===== config.mk =====
export PLATFORM = sky130hd
export DESIGN_NAME = id_hazard_ctrl_flat
export DESIGN_NICKNAME = d
export VERILOG_FILES = /design/src/rtl/id_ctrl_pkg.sv /design/src/rtl/id_hazard_ctrl_if.sv /design/src/rtl/id_scoreboard.sv /design/src/rtl/id_hazard_ctrl.sv /design/src/flat_wrapper.sv
export SDC_FILE = /design/constraint.sdc
export NUM_CORES = 1
export LEC_CHECK = 0
export CAP_MARGIN = 15
export CORE_ASPECT_RATIO = 2
export CORE_MARGIN = 3
export CORE_UTILIZATION = 40
export CTS_CLUSTER_SIZE = 8
export DETAILED_ROUTE_END_ITERATION = 6
export GPL_TIMING_DRIVEN = 0
export MAX_ROUTING_LAYER = met4
export PLACE_DENSITY_LB_ADDON = 0.12
export SLEW_MARGIN = 10
export SYNTH_ARGS = -nofsm -noshare
export SYNTH_HDL_FRONTEND = slang
export SYNTH_SLANG_ARGS = --single-unit

===== constraint.sdc =====
create_clock -name clk -period 6.12 [get_ports clk]
set_input_delay 1.224 -clock clk [delete_from_list [all_inputs] [get_ports clk]]
set_output_delay 1.224 -clock clk [all_outputs]
set_load 0.05 [all_outputs]

===== src/rtl/id_ctrl_pkg.sv =====
// Shared definitions for the ID-stage hazard controller.
//   NUM_REGS             architectural register count (x0 is hard-wired zero)
//   REG_IDX_W / reg_idx_t register index width and type
//   DEFAULT_MAX_INFLIGHT default saturation point of a scoreboard counter
//   state_t              controller FSM states
//   cnt_width()          counter width able to hold 0..max_inflight
package id_ctrl_pkg;

    localparam int unsigned NUM_REGS             = 32;
    localparam int unsigned REG_IDX_W            = 5;
    localparam int unsigned DEFAULT_MAX_INFLIGHT = 3;

    typedef logic [REG_IDX_W-1:0] reg_idx_t;

    typedef enum logic [1:0] {
        RUN,
        HOLD,
        MEMWAIT,
        FLUSH
    } state_t;

    function automatic int unsigned cnt_width(input int unsigned max_inflight);
        return (max_inflight < 1) ? 1 : $clog2(max_inflight + 1);
    endfunction

endpackage


===== src/rtl/id_hazard_ctrl_if.sv =====
// Pipeline <-> hazard controller signal bundle.
//   master : pipeline side, drives ID/WB/dmem status, receives control.
//   slave  : controller side, receives status, drives stall/flush/freeze.
interface id_hazard_ctrl_if;
    import id_ctrl_pkg::*;

    logic     ID_valid;
    reg_idx_t ID_rs1;
    reg_idx_t ID_rs2;
    logic     ID_use_rs1;
    logic     ID_use_rs2;
    reg_idx_t ID_rd;
    logic     ID_wr_rd;
    logic     ID_jump;
    reg_idx_t WB_rd;
    logic     WB_load_regfile;
    logic     dmem_busy;

    logic     stall_IF;
    logic     stall_ID;
    logic     bubble_EX;
    logic     flush_IF_ID;
    logic     pc_sel_jmp;
    logic     freeze;

    modport master (
        output ID_valid, ID_rs1, ID_rs2, ID_use_rs1, ID_use_rs2, ID_rd, ID_wr_rd,
               ID_jump, WB_rd, WB_load_regfile, dmem_busy,
        input  stall_IF, stall_ID, bubble_EX, flush_IF_ID, pc_sel_jmp, freeze
    );

    modport slave (
        input  ID_valid, ID_rs1, ID_rs2, ID_use_rs1, ID_use_rs2, ID_rd, ID_wr_rd,
               ID_jump, WB_rd, WB_load_regfile, dmem_busy,
        output stall_IF, stall_ID, bubble_EX, flush_IF_ID, pc_sel_jmp, freeze
    );

endinterface


===== src/rtl/id_scoreboard.sv =====
// Per-register outstanding-write counters.
//   clk, rst_n            clock, async active-low reset (clears all counters)
//   issue_en/issue_idx    increment counter of issue_idx at the edge
//   retire_en/retire_idx  decrement counter of retire_idx at the edge
//   rs1_idx/rs2_idx       queried sources -> rs1_pending/rs2_pending
//   rd_idx                queried destination -> rd_full (at MAX_INFLIGHT)
// Register 0 is never tracked and always reads as empty.
module id_scoreboard
    import id_ctrl_pkg::*;
#(
    parameter int unsigned MAX_INFLIGHT = DEFAULT_MAX_INFLIGHT
) (
    input  logic     clk,
    input  logic     rst_n,
    input  logic     issue_en,
    input  reg_idx_t issue_idx,
    input  logic     retire_en,
    input  reg_idx_t retire_idx,
    input  reg_idx_t rs1_idx,
    input  reg_idx_t rs2_idx,
    input  reg_idx_t rd_idx,
    output logic     rs1_pending,
    output logic     rs2_pending,
    output logic     rd_full
);

    localparam int unsigned CNT_W = cnt_width(MAX_INFLIGHT);
    localparam logic [CNT_W-1:0] CNT_MAX = CNT_W'(MAX_INFLIGHT);
    localparam logic [CNT_W-1:0] CNT_ONE = CNT_W'(1);

    logic [CNT_W-1:0]    cnt [NUM_REGS];
    logic [NUM_REGS-1:0] inc_vec;
    logic [NUM_REGS-1:0] dec_vec;

    always_comb begin
        inc_vec = '0;
        dec_vec = '0;
        if (issue_en && issue_idx != '0) inc_vec[issue_idx] = 1'b1;
        if (retire_en && retire_idx != '0) dec_vec[retire_idx] = 1'b1;
    end

    // A write retiring this cycle is visible through the regfile, so its
    // slot already counts as free for both the pending and full queries.
    always_comb begin
        rs1_pending = (rs1_idx != '0) && (cnt[rs1_idx] != '0) &&
                      !(dec_vec[rs1_idx] && cnt[rs1_idx] == CNT_ONE);
        rs2_pending = (rs2_idx != '0) && (cnt[rs2_idx] != '0) &&
                      !(dec_vec[rs2_idx] && cnt[rs2_idx] == CNT_ONE);
        rd_full     = (rd_idx != '0) && (cnt[rd_idx] == CNT_MAX) && !dec_vec[rd_idx];
    end

    always_ff @(posedge clk or negedge rst_n) begin
        if (!rst_n) begin
            for (int unsigned i = 0; i < NUM_REGS; i++) cnt[i] <= '0;
        end else begin
            for (int unsigned i = 1; i < NUM_REGS; i++) begin
                if (inc_vec[i] && !dec_vec[i] && cnt[i] != CNT_MAX)
                    cnt[i] <= cnt[i] + CNT_ONE;
                else if (dec_vec[i] && !inc_vec[i] && cnt[i] != '0)
                    cnt[i] <= cnt[i] - CNT_ONE;
            end
        end
    end

    always_ff @(posedge clk) begin
        if (rst_n) begin
            for (int unsigned i = 1; i < NUM_REGS; i++) begin
                if (dec_vec[i] && !inc_vec[i]) assert (cnt[i] != '0);
                if (inc_vec[i] && !dec_vec[i]) assert (cnt[i] != CNT_MAX);
            end
        end
    end

endmodule


===== src/rtl/id_hazard_ctrl.sv =====
// ID-stage hazard controller: scoreboard-based RAW/WAW-depth stalls,
// jump redirect/flush and data-memory freeze.
//   clk, rst_n  clock, async active-low reset (outputs 0 while low)
//   bus         id_hazard_ctrl_if.slave: ID/WB/dmem status in,
//               stall_IF/stall_ID/bubble_EX/flush_IF_ID/pc_sel_jmp/freeze out
module id_hazard_ctrl
    import id_ctrl_pkg::*;
#(
    parameter int unsigned MAX_INFLIGHT = DEFAULT_MAX_INFLIGHT
) (
    input  logic               clk,
    input  logic               rst_n,
    id_hazard_ctrl_if.slave    bus
);

    state_t state_q, state_d;
    logic   id_active, hazard, issue_en, retire_en;
    logic   rs1_pending, rs2_pending, rd_full;

    // Memory stall freezes WB too, so no retire can happen under dmem_busy.
    assign retire_en = rst_n && bus.WB_load_regfile && !bus.dmem_busy;

    id_scoreboard #(.MAX_INFLIGHT(MAX_INFLIGHT)) u_scoreboard (
        .clk         (clk),
        .rst_n       (rst_n),
        .issue_en    (issue_en),
        .issue_idx   (bus.ID_rd),
        .retire_en   (retire_en),
        .retire_idx  (bus.WB_rd),
        .rs1_idx     (bus.ID_rs1),
        .rs2_idx     (bus.ID_rs2),
        .rd_idx      (bus.ID_rd),
        .rs1_pending (rs1_pending),
        .rs2_pending (rs2_pending),
        .rd_full     (rd_full)
    );

    always_ff @(posedge clk or negedge rst_n) begin
        if (!rst_n) state_q <= RUN;
        else        state_q <= state_d;
    end

    always_comb begin
        state_d         = state_q;
        bus.stall_IF    = 1'b0;
        bus.stall_ID    = 1'b0;
        bus.bubble_EX   = 1'b0;
        bus.flush_IF_ID = 1'b0;
        bus.pc_sel_jmp  = 1'b0;
        bus.freeze      = 1'b0;
        issue_en        = 1'b0;

        // The slot after a taken jump holds a squashed instruction.
        id_active = bus.ID_valid && (state_q != FLUSH);
        hazard    = id_active && ((bus.ID_use_rs1 && rs1_pending) ||
                                  (bus.ID_use_rs2 && rs2_pending) ||
                                  (bus.ID_wr_rd && rd_full));

        if (!rst_n) begin
            state_d = RUN;
        end else if (bus.dmem_busy) begin
            state_d      = MEMWAIT;
            bus.freeze   = 1'b1;
            bus.stall_IF = 1'b1;
            bus.stall_ID = 1'b1;
        end else if (hazard) begin
            state_d       = HOLD;
            bus.stall_IF  = 1'b1;
            bus.stall_ID  = 1'b1;
            bus.bubble_EX = 1'b1;
        end else begin
            issue_en = id_active && bus.ID_wr_rd;
            if (id_active && bus.ID_jump) begin
                state_d         = FLUSH;
                bus.pc_sel_jmp  = 1'b1;
                bus.flush_IF_ID = 1'b1;
            end else begin
                state_d = RUN;
            end
        end
    end

endmodule


===== src/flat_wrapper.sv =====
// flat-port wrapper written by rule: the top's interface ports become plain ports
module id_hazard_ctrl_flat import id_ctrl_pkg::*;
#(
    parameter int unsigned MAX_INFLIGHT = DEFAULT_MAX_INFLIGHT
)
  (clk, rst_n, bus_ID_valid, bus_ID_rs1, bus_ID_rs2, bus_ID_use_rs1, bus_ID_use_rs2, bus_ID_rd, bus_ID_wr_rd, bus_ID_jump, bus_WB_rd, bus_WB_load_regfile, bus_dmem_busy, bus_stall_IF, bus_stall_ID, bus_bubble_EX, bus_flush_IF_ID, bus_pc_sel_jmp, bus_freeze);
  id_hazard_ctrl_if bus_i ();
  input  logic clk;
  input  logic rst_n;
  input wire logic [$bits(bus_i.ID_valid)-1:0] bus_ID_valid;
  input wire logic [$bits(bus_i.ID_rs1)-1:0] bus_ID_rs1;
  input wire logic [$bits(bus_i.ID_rs2)-1:0] bus_ID_rs2;
  input wire logic [$bits(bus_i.ID_use_rs1)-1:0] bus_ID_use_rs1;
  input wire logic [$bits(bus_i.ID_use_rs2)-1:0] bus_ID_use_rs2;
  input wire logic [$bits(bus_i.ID_rd)-1:0] bus_ID_rd;
  input wire logic [$bits(bus_i.ID_wr_rd)-1:0] bus_ID_wr_rd;
  input wire logic [$bits(bus_i.ID_jump)-1:0] bus_ID_jump;
  input wire logic [$bits(bus_i.WB_rd)-1:0] bus_WB_rd;
  input wire logic [$bits(bus_i.WB_load_regfile)-1:0] bus_WB_load_regfile;
  input wire logic [$bits(bus_i.dmem_busy)-1:0] bus_dmem_busy;
  output wire logic [$bits(bus_i.stall_IF)-1:0] bus_stall_IF;
  output wire logic [$bits(bus_i.stall_ID)-1:0] bus_stall_ID;
  output wire logic [$bits(bus_i.bubble_EX)-1:0] bus_bubble_EX;
  output wire logic [$bits(bus_i.flush_IF_ID)-1:0] bus_flush_IF_ID;
  output wire logic [$bits(bus_i.pc_sel_jmp)-1:0] bus_pc_sel_jmp;
  output wire logic [$bits(bus_i.freeze)-1:0] bus_freeze;
  assign bus_i.ID_valid = bus_ID_valid;
  assign bus_i.ID_rs1 = bus_ID_rs1;
  assign bus_i.ID_rs2 = bus_ID_rs2;
  assign bus_i.ID_use_rs1 = bus_ID_use_rs1;
  assign bus_i.ID_use_rs2 = bus_ID_use_rs2;
  assign bus_i.ID_rd = bus_ID_rd;
  assign bus_i.ID_wr_rd = bus_ID_wr_rd;
  assign bus_i.ID_jump = bus_ID_jump;
  assign bus_i.WB_rd = bus_WB_rd;
  assign bus_i.WB_load_regfile = bus_WB_load_regfile;
  assign bus_i.dmem_busy = bus_dmem_busy;
  assign bus_stall_IF = bus_i.stall_IF;
  assign bus_stall_ID = bus_i.stall_ID;
  assign bus_bubble_EX = bus_i.bubble_EX;
  assign bus_flush_IF_ID = bus_i.flush_IF_ID;
  assign bus_pc_sel_jmp = bus_i.pc_sel_jmp;
  assign bus_freeze = bus_i.freeze;
  id_hazard_ctrl #(.MAX_INFLIGHT(MAX_INFLIGHT)) u_core (.clk(clk), .rst_n(rst_n), .bus(bus_i));
endmodule

# Word level (Yosys, flattened, before mapping)
# Index checks and enable logic that the tools add are counted.
[classes]
order_cmp = 9
n_bitwise = 3
n_reduce_logical = 281
eq_ne = 35
add_sub_neg = 62
n_mux = 101
[ops]
columns = ["cell", "count"]
rows = [
  ["$logic_and 1x1->1", 145],
  ["$mux 2", 72],
  ["$reduce_bool 2->1", 64],
  ["$logic_not 1->1", 66],
  ["$mux 32", 2],
  ["$ne 2x2->1 const B", 32],
  ["$add 2x1->2 const B", 31],
  ["$sub 2x1->2 const B", 31],
  ["$bmux 2 s5", 3],
  ["$lt 5x6->1 const B", 4],
  ["$reduce_bool 5->1", 4],
  ["$mux 1", 19],
  ["$ge 6x6->1 const B", 3],
  ["$not 5->6", 3],
  ["$bmux 1 s5", 3],
  ["$demux 1 s5", 2],
  ["$ge 5x1->1 const B", 2],
  ["$eq 2x1->1 const B", 2],
  ["$eq 2x2->1 const B", 1],
  ["$logic_or 1x1->1", 2],
]
[totals]
inputBits = 29
output_inout_bits = 6
ff_bits = 64
word_cells = 523

# Logic depth before layout (Yosys ltp)
[depth]
ltp_word = 24
ltp_mapped = 14
depth_no_buf = 8

# Hierarchy
# A second synthesis with hierarchy kept.
[hier_totals]
cells_unflattened = 695
area_unflattened_um2 = 5640.4
[by_module_without_submodules]
columns = ["mod", "seq_area_each_um2", "cells_each", "area_each_um2", "instances"]
rows = [
  ["id_scoreboard", 1551.5, 675, 5466.5, 1],
  ["id_hazard_ctrl", 50.0, 20, 173.9, 1],
]

# Least setup slack after synthesis
# No wires, ideal clock.
[synth_path]
kind = "input -> output"
startpoint = "input bus_ID_rs2[1]"
endpoint = "output bus_pc_sel_jmp"
n_path_buf = 5
arrival_time_ns = 4.540
path_slack_ns = 0.356
cell_stages = 13
required_ns = 4.896
cell_sequence = "clkbuf_1 buf_2 buf_2 mux2_2 a311oi_1 a211oi_1 o211ai_1 nand4_1 buf_2 nor3_1 nand2_1 nor2_1 buf_4"
[synth_via]
elab_chain_cells = 15
elab_cells_between_ends = 20
classes_between = "1 x eq/ne; 8 x mux; 1 x bitwise; 10 x reduce/logical"
[synth_rtl]
columns = ["item", "line_no", "text"]
rows = [
  ["start: declaration", "flat_wrapper.sv:12", "input wire logic [$bits(bus_i.ID_rs2)-1:0] bus_ID_rs2;"],
  ["$not 5->6 (implied by the code)", "id_scoreboard.sv:47, id_scoreboard.sv:48", ""],
  ["$bmux 2 s5", "id_scoreboard.sv:47, id_scoreboard.sv:48", ""],
  ["$mux 2 (implied by the code) (2 in series)", "id_scoreboard.sv:47, id_scoreboard.sv:48", ""],
  ["$eq 2x1->1", "id_scoreboard.sv:48", "!(dec_vec[rs2_idx] && cnt[rs2_idx] == CNT_ONE);"],
  ["$logic_and 1x1->1", "id_scoreboard.sv:48", ""],
  ["$logic_not 1->1", "id_scoreboard.sv:48", ""],
  ["$logic_and 1x1->1 *", "id_scoreboard.sv:47", "rs2_pending = (rs2_idx != '0) && (cnt[rs2_idx] != '0) &&"],
  ["$logic_and 1x1->1 *", "id_hazard_ctrl.sv:56", "(bus.ID_use_rs2 && rs2_pending) ||"],
  ["$logic_or 1x1->1 *", "id_hazard_ctrl.sv:55", "hazard = id_active && ((bus.ID_use_rs1 && rs1_pending) ||"],
  ["$logic_or 1x1->1 *", "id_hazard_ctrl.sv:56", ""],
  ["$logic_and 1x1->1 *", "id_hazard_ctrl.sv:55", ""],
  ["$mux 1 * (3 in series)", "n/a", ""],
  ["end: declaration", "flat_wrapper.sv:25", "output wire logic [$bits(bus_i.pc_sel_jmp)-1:0] bus_pc_sel_jmp;"],
]
# Mark *: on every way between the ends. The rest lies on a longest branch, timed or not. The select of a mux whose other input is x is not followed.

# Worst setup path in the final report
[layout_path]
startpoint = "input bus_ID_rd[4]"
endpoint = "output bus_stall_ID"
[layout_via]
elab_chain_cells = 13
elab_cells_between_ends = 17
classes_between = "1 x eq/ne; 8 x mux; 1 x bitwise; 7 x reduce/logical"
[layout_rtl]
columns = ["item", "line_no", "text"]
rows = [
  ["start: declaration", "flat_wrapper.sv:15", "input wire logic [$bits(bus_i.ID_rd)-1:0] bus_ID_rd;"],
  ["$not 5->6 (implied by the code)", "id_scoreboard.sv:49", "rd_full = (rd_idx != '0) && (cnt[rd_idx] == CNT_MAX) && !dec_vec[rd_idx];"],
  ["$bmux 2 s5", "id_scoreboard.sv:49", ""],
  ["$mux 2 (implied by the code) (2 in series)", "id_scoreboard.sv:49", ""],
  ["$eq 2x2->1", "id_scoreboard.sv:49", ""],
  ["$logic_and 1x1->1", "id_scoreboard.sv:49", ""],
  ["$logic_and 1x1->1 *", "id_scoreboard.sv:49", ""],
  ["$logic_and 1x1->1 *", "id_hazard_ctrl.sv:57", "(bus.ID_wr_rd && rd_full));"],
  ["$logic_or 1x1->1 *", "id_hazard_ctrl.sv:56", ""],
  ["$logic_and 1x1->1 *", "id_hazard_ctrl.sv:55", ""],
  ["$mux 1 *", "id_hazard_ctrl.sv:66", "end else if (hazard) begin"],
  ["$mux 1 *", "id_hazard_ctrl.sv:61", "end else if (bus.dmem_busy) begin"],
  ["$mux 1 *", "id_hazard_ctrl.sv:59", "if (!rst_n) begin"],
  ["end: declaration", "flat_wrapper.sv:22", "output wire logic [$bits(bus_i.stall_ID)-1:0] bus_stall_ID;"],
]
# Marks and branches as above.

==> summary.md <==
| Metric | Value |
|---|---|
| Fillers | 1629 |
| Register Area | 1600 µm² |
| Clock network fraction of total power | 0.405 |
| Total inserted antenna cells | 0 |
| Pleak | 2.94 nW |
| Hold Fails Final Rpt | 0 |
| Antenna violation net count after detailed routing | 0 |
| HPWL Detailed | 23700 µm |
| Setup violation total in the final timing report | 0 |
| Synthesis-stage register bit count | 64 |
| Post-Place Cell Area | 7010 µm² |
| Final Routed Wirelength | 30700 µm |
| Top library cells by usage in the layout, fill and taps aside | 78 x nand3_1, 76 x nand2_1, 64 x dfrtp_1, 59 x nor2_1 |
| Fraction of layout instances using a drive strength above 1 | 0.132 |
| Initial cell density of the core | 0.409 |
| Unrepaired setup endpoints after global routing | no |
| Placer congestion estimate | 1.02 |
| Ports placed on the boundary | 35 |
| Switching Fraction | 0.322 |
| Number of distinct library cell variants in the gate-level netlist after synthesis | 65 |
| Cell Pwr Density | 169 nW/µm² |
| Chip width | 95.8 µm |
| Number of flops mapped to enable cells by yosys | 0 |
| Antenna violations before repair | 0 |
| Critical path class | input port to output port |
| Area of the multi-input gates | 4540 µm² |
| Clock Skew | 0.00949 ns |
| Worst-case clock buffer depth | 2 |
| Outcome | completed |
| Achievable clock frequency | 166 MHz |
| DIE HEIGHT | 186 µm |
| Pre-Repair DR Iteration Count | 6 |
| Flip-flop cell with the highest count after synthesis | dfrtp_1 |
| Finished Core Util | 0.471 |
| Leading cell type in the layout, fill and taps excluded | nand3_1 |
| Clock insertion delay at the later pin of the skew report | 0.35 ns |
| Vias in the first global route | 7166 |
| CP Data Arrival Time | 4.81 ns |
| Type of element capturing the critical path | output port |
| Synth Cell Area | 6450 µm² |
| Floorplan row count | 65 |
| Actual slew at the worst max-slew pin | 0.876 ns |
| Required time at the worst-slack endpoint | 4.90 ns |
| Min-Delay Path Depth | 2 |
| Psw | 0.404 mW |
| Post-Synthesis Net Count | 824 |
| Cell count after synthesis | 795 |
| Clock root buffer master | clkbuf_16 |
| Overall track demand over capacity in global routing | 0.364 |
| Relative contribution of combinational cells to total power | 0.227 |
| Nets@finish | 868 |
| Core box area | 15800 µm² |
| Post-route fraction of the period consumed by the critical path | 0.986 |
| Routed wire per std cell | 29.4 µm |
| Clock input transition at the sequential cells of the worst setup and hold paths | 0.05 ns |
| Type of the worst min-delay path | flop to flop |
| Clock buffers created by TritonCTS | 9 |
| Clock period minus final worst setup slack | 6.03 ns |
| CTS H-tree depth | 3 |
| Total overflow reported by the global router | 0 |
| Max Fanout on Critical Path | 10 |
| Total power after layout | 1.26 mW |
| Headroom to the max-slew limit | 0.411 |
| Total number of vias | 7219 |
| Fraction of synthesis flops using an asynchronous set or reset pin | 1.00 |
| Port Buffers | 28 |
| Peak supply drop | 0.131 mV |
| Iteration-0 DRC count of the detailed router | 699 |
| Avg Synthesized Cell Area | 8.11 µm² |
| Die area | 17800 µm² |
| Wire length of the first global-routing pass | 44600 µm |
| TritonCTS clock tree | yes |
| Finished Cell Area | 7420 µm² |
| Signed area change from the synthesized netlist to the final layout | 15.2% |
| Internal Power | 0.851 mW |
| Nature of the critical path startpoint | input port |
| Share of the yosys chip area belonging to registers | 0.248 |
| Number of cells on the worst reg-to-reg path | 10 |
| Pin count of the biggest net entering global routing | 38 |
| Drt via density | 6.91 |
| Number of pins exceeding their max-slew limit in the final report | 0 |
| Count of clock tree sinks | 64 |
| DRC violation count after routing | 0 |
| Sequential share of power | 0.368 |
| Max-capacitance violation count | 0 |
| Total number of yosys warnings | 2 |
[per-layer routing]
metal	vias up	global-route usage	part of all wire
li1	3132	-	-
met1	3589	0.379	0.34
met2	364	0.600	0.50
met3	134	0.0550	0.066
met4	0	0.284	0.096
met5	-	-	0
[registers in the layout, summed over array words and instances, names as in the netlist]
| signal | flops |
|---|---|
| u_core.state_q | 2 |
| u_core.u_scoreboard.cnt | 62 |
[cell usage after synthesis, types with 7 or more instances]
cell type	instances	area (µm²)
nand3_1	78	390
nand2_1	76	285
dfrtp_1	64	1600
nor2_1	59	221
clkbuf_1	50	188
nand4_1	39	244
o21ai_0	38	190
mux2i_1	32	320
mux4_2	27	608
nor3b_1	25	188
o211ai_1	24	180
nand3b_1	20	150
and2_1	17	106
nor2b_1	16	100
nor3_1	16	80.1
buf_2	15	75.1
o2bb2ai_1	14	123
inv_1	13	48.8
o22ai_1	13	81.3
mux2_2	11	124
a22o_1	10	87.6
and3_1	10	62.6
nor4_1	10	62.6
and3b_1	9	78.8
xnor2_1	8	70.1
or4_1	7	52.6
[per-stage QoR]
step	setup WS, ns	setup TNS [ns]	hold WS (ns)	cells
finish	0.0854	0	0.629	1045
global route	0.00896	0	0.649	1045
CTS	0.000930	0	0.623	1043
detailed placement	-1.32	-5.98	0.612	1026
global placement	-4.03	-171.41	0.577	1024
floorplan	0.356	0	0.530	795
[power by group through the flow]
stage	Clock, mW	Sequential, mW	Combinational (mW)
2_1_floorplan	0	0.458	0.167
3_3_place_gp	0	0.467	0.264
3_5_place_dp	0	0.468	0.270
4_1_cts	0.511	0.461	0.275
5_1_grt	0.533	0.464	0.300
6_report	0.508	0.462	0.285
[area by class of cell]
type	instances	share of cell area
multi-input combinational	644	0.612
buffer	74	0.0502
inverter	13	0.00657
sequential	64	0.216
clock buffer	14	0.0369
tap	201	0.0339
clock inverter	2	0.00169
timing repair buffer	33	0.0433
[repair_timing]
action / in CTS / in global routing
gates resized for setup: 37 / 23
setup buffers: 1 / 1
gates cloned: 0 / 0
hold buffers: 0 / 0
pin swaps: 0 / 1
endpoints found under the setup margin: 5 / 5
endpoints found under the hold margin: 0 / 0
[cell families (layout without fill, tap and decap cells)]
group	count (synthesis)	in the layout	share of synthesized area
and+or+nand+nor	406	406	0.343
muxes	70	70	0.163
buffers and inverters	87	136	0.0553
xor gates and xnor gates	14	14	0.0190
DFF	64	64	0.248
AOI/OAI and AO/OA	154	154	0.171
[worst paths after layout]
path,start,endpoint,slack [ns]
worst max-delay path,bus_ID_rd[4],bus_stall_ID,0.09
worst min-delay path,u_core.u_scoreboard.cnt[5],u_core.u_scoreboard.cnt[5],0.63
worst max register to register,u_core.u_scoreboard.cnt[6],u_core.u_scoreboard.cnt[14],2.08
worst min register to register,u_core.u_scoreboard.cnt[5],u_core.u_scoreboard.cnt[5],0.63
min in group asynchronous,rst_n,u_core.u_scoreboard.cnt[56],0.82
max in group asynchronous,rst_n,u_core.u_scoreboard.cnt[6],4.70
[worst max-delay path, cell delays in order]
cell	delay, ns
clkdlybuf4s50_1	0.52
clkbuf_2	0.28
clkbuf_2	0.37
nand3b_1	0.27
o22ai_1	0.24
nor3_1	0.07
o21ai_0	0.31
and4_1	0.30
clkbuf_2	0.33
nor3_4	0.07
nor2b_1	0.12
o21a_1	0.14
dlygate4sd2_1	0.54
No activity file was read; power rests on OpenSTA's default activity.
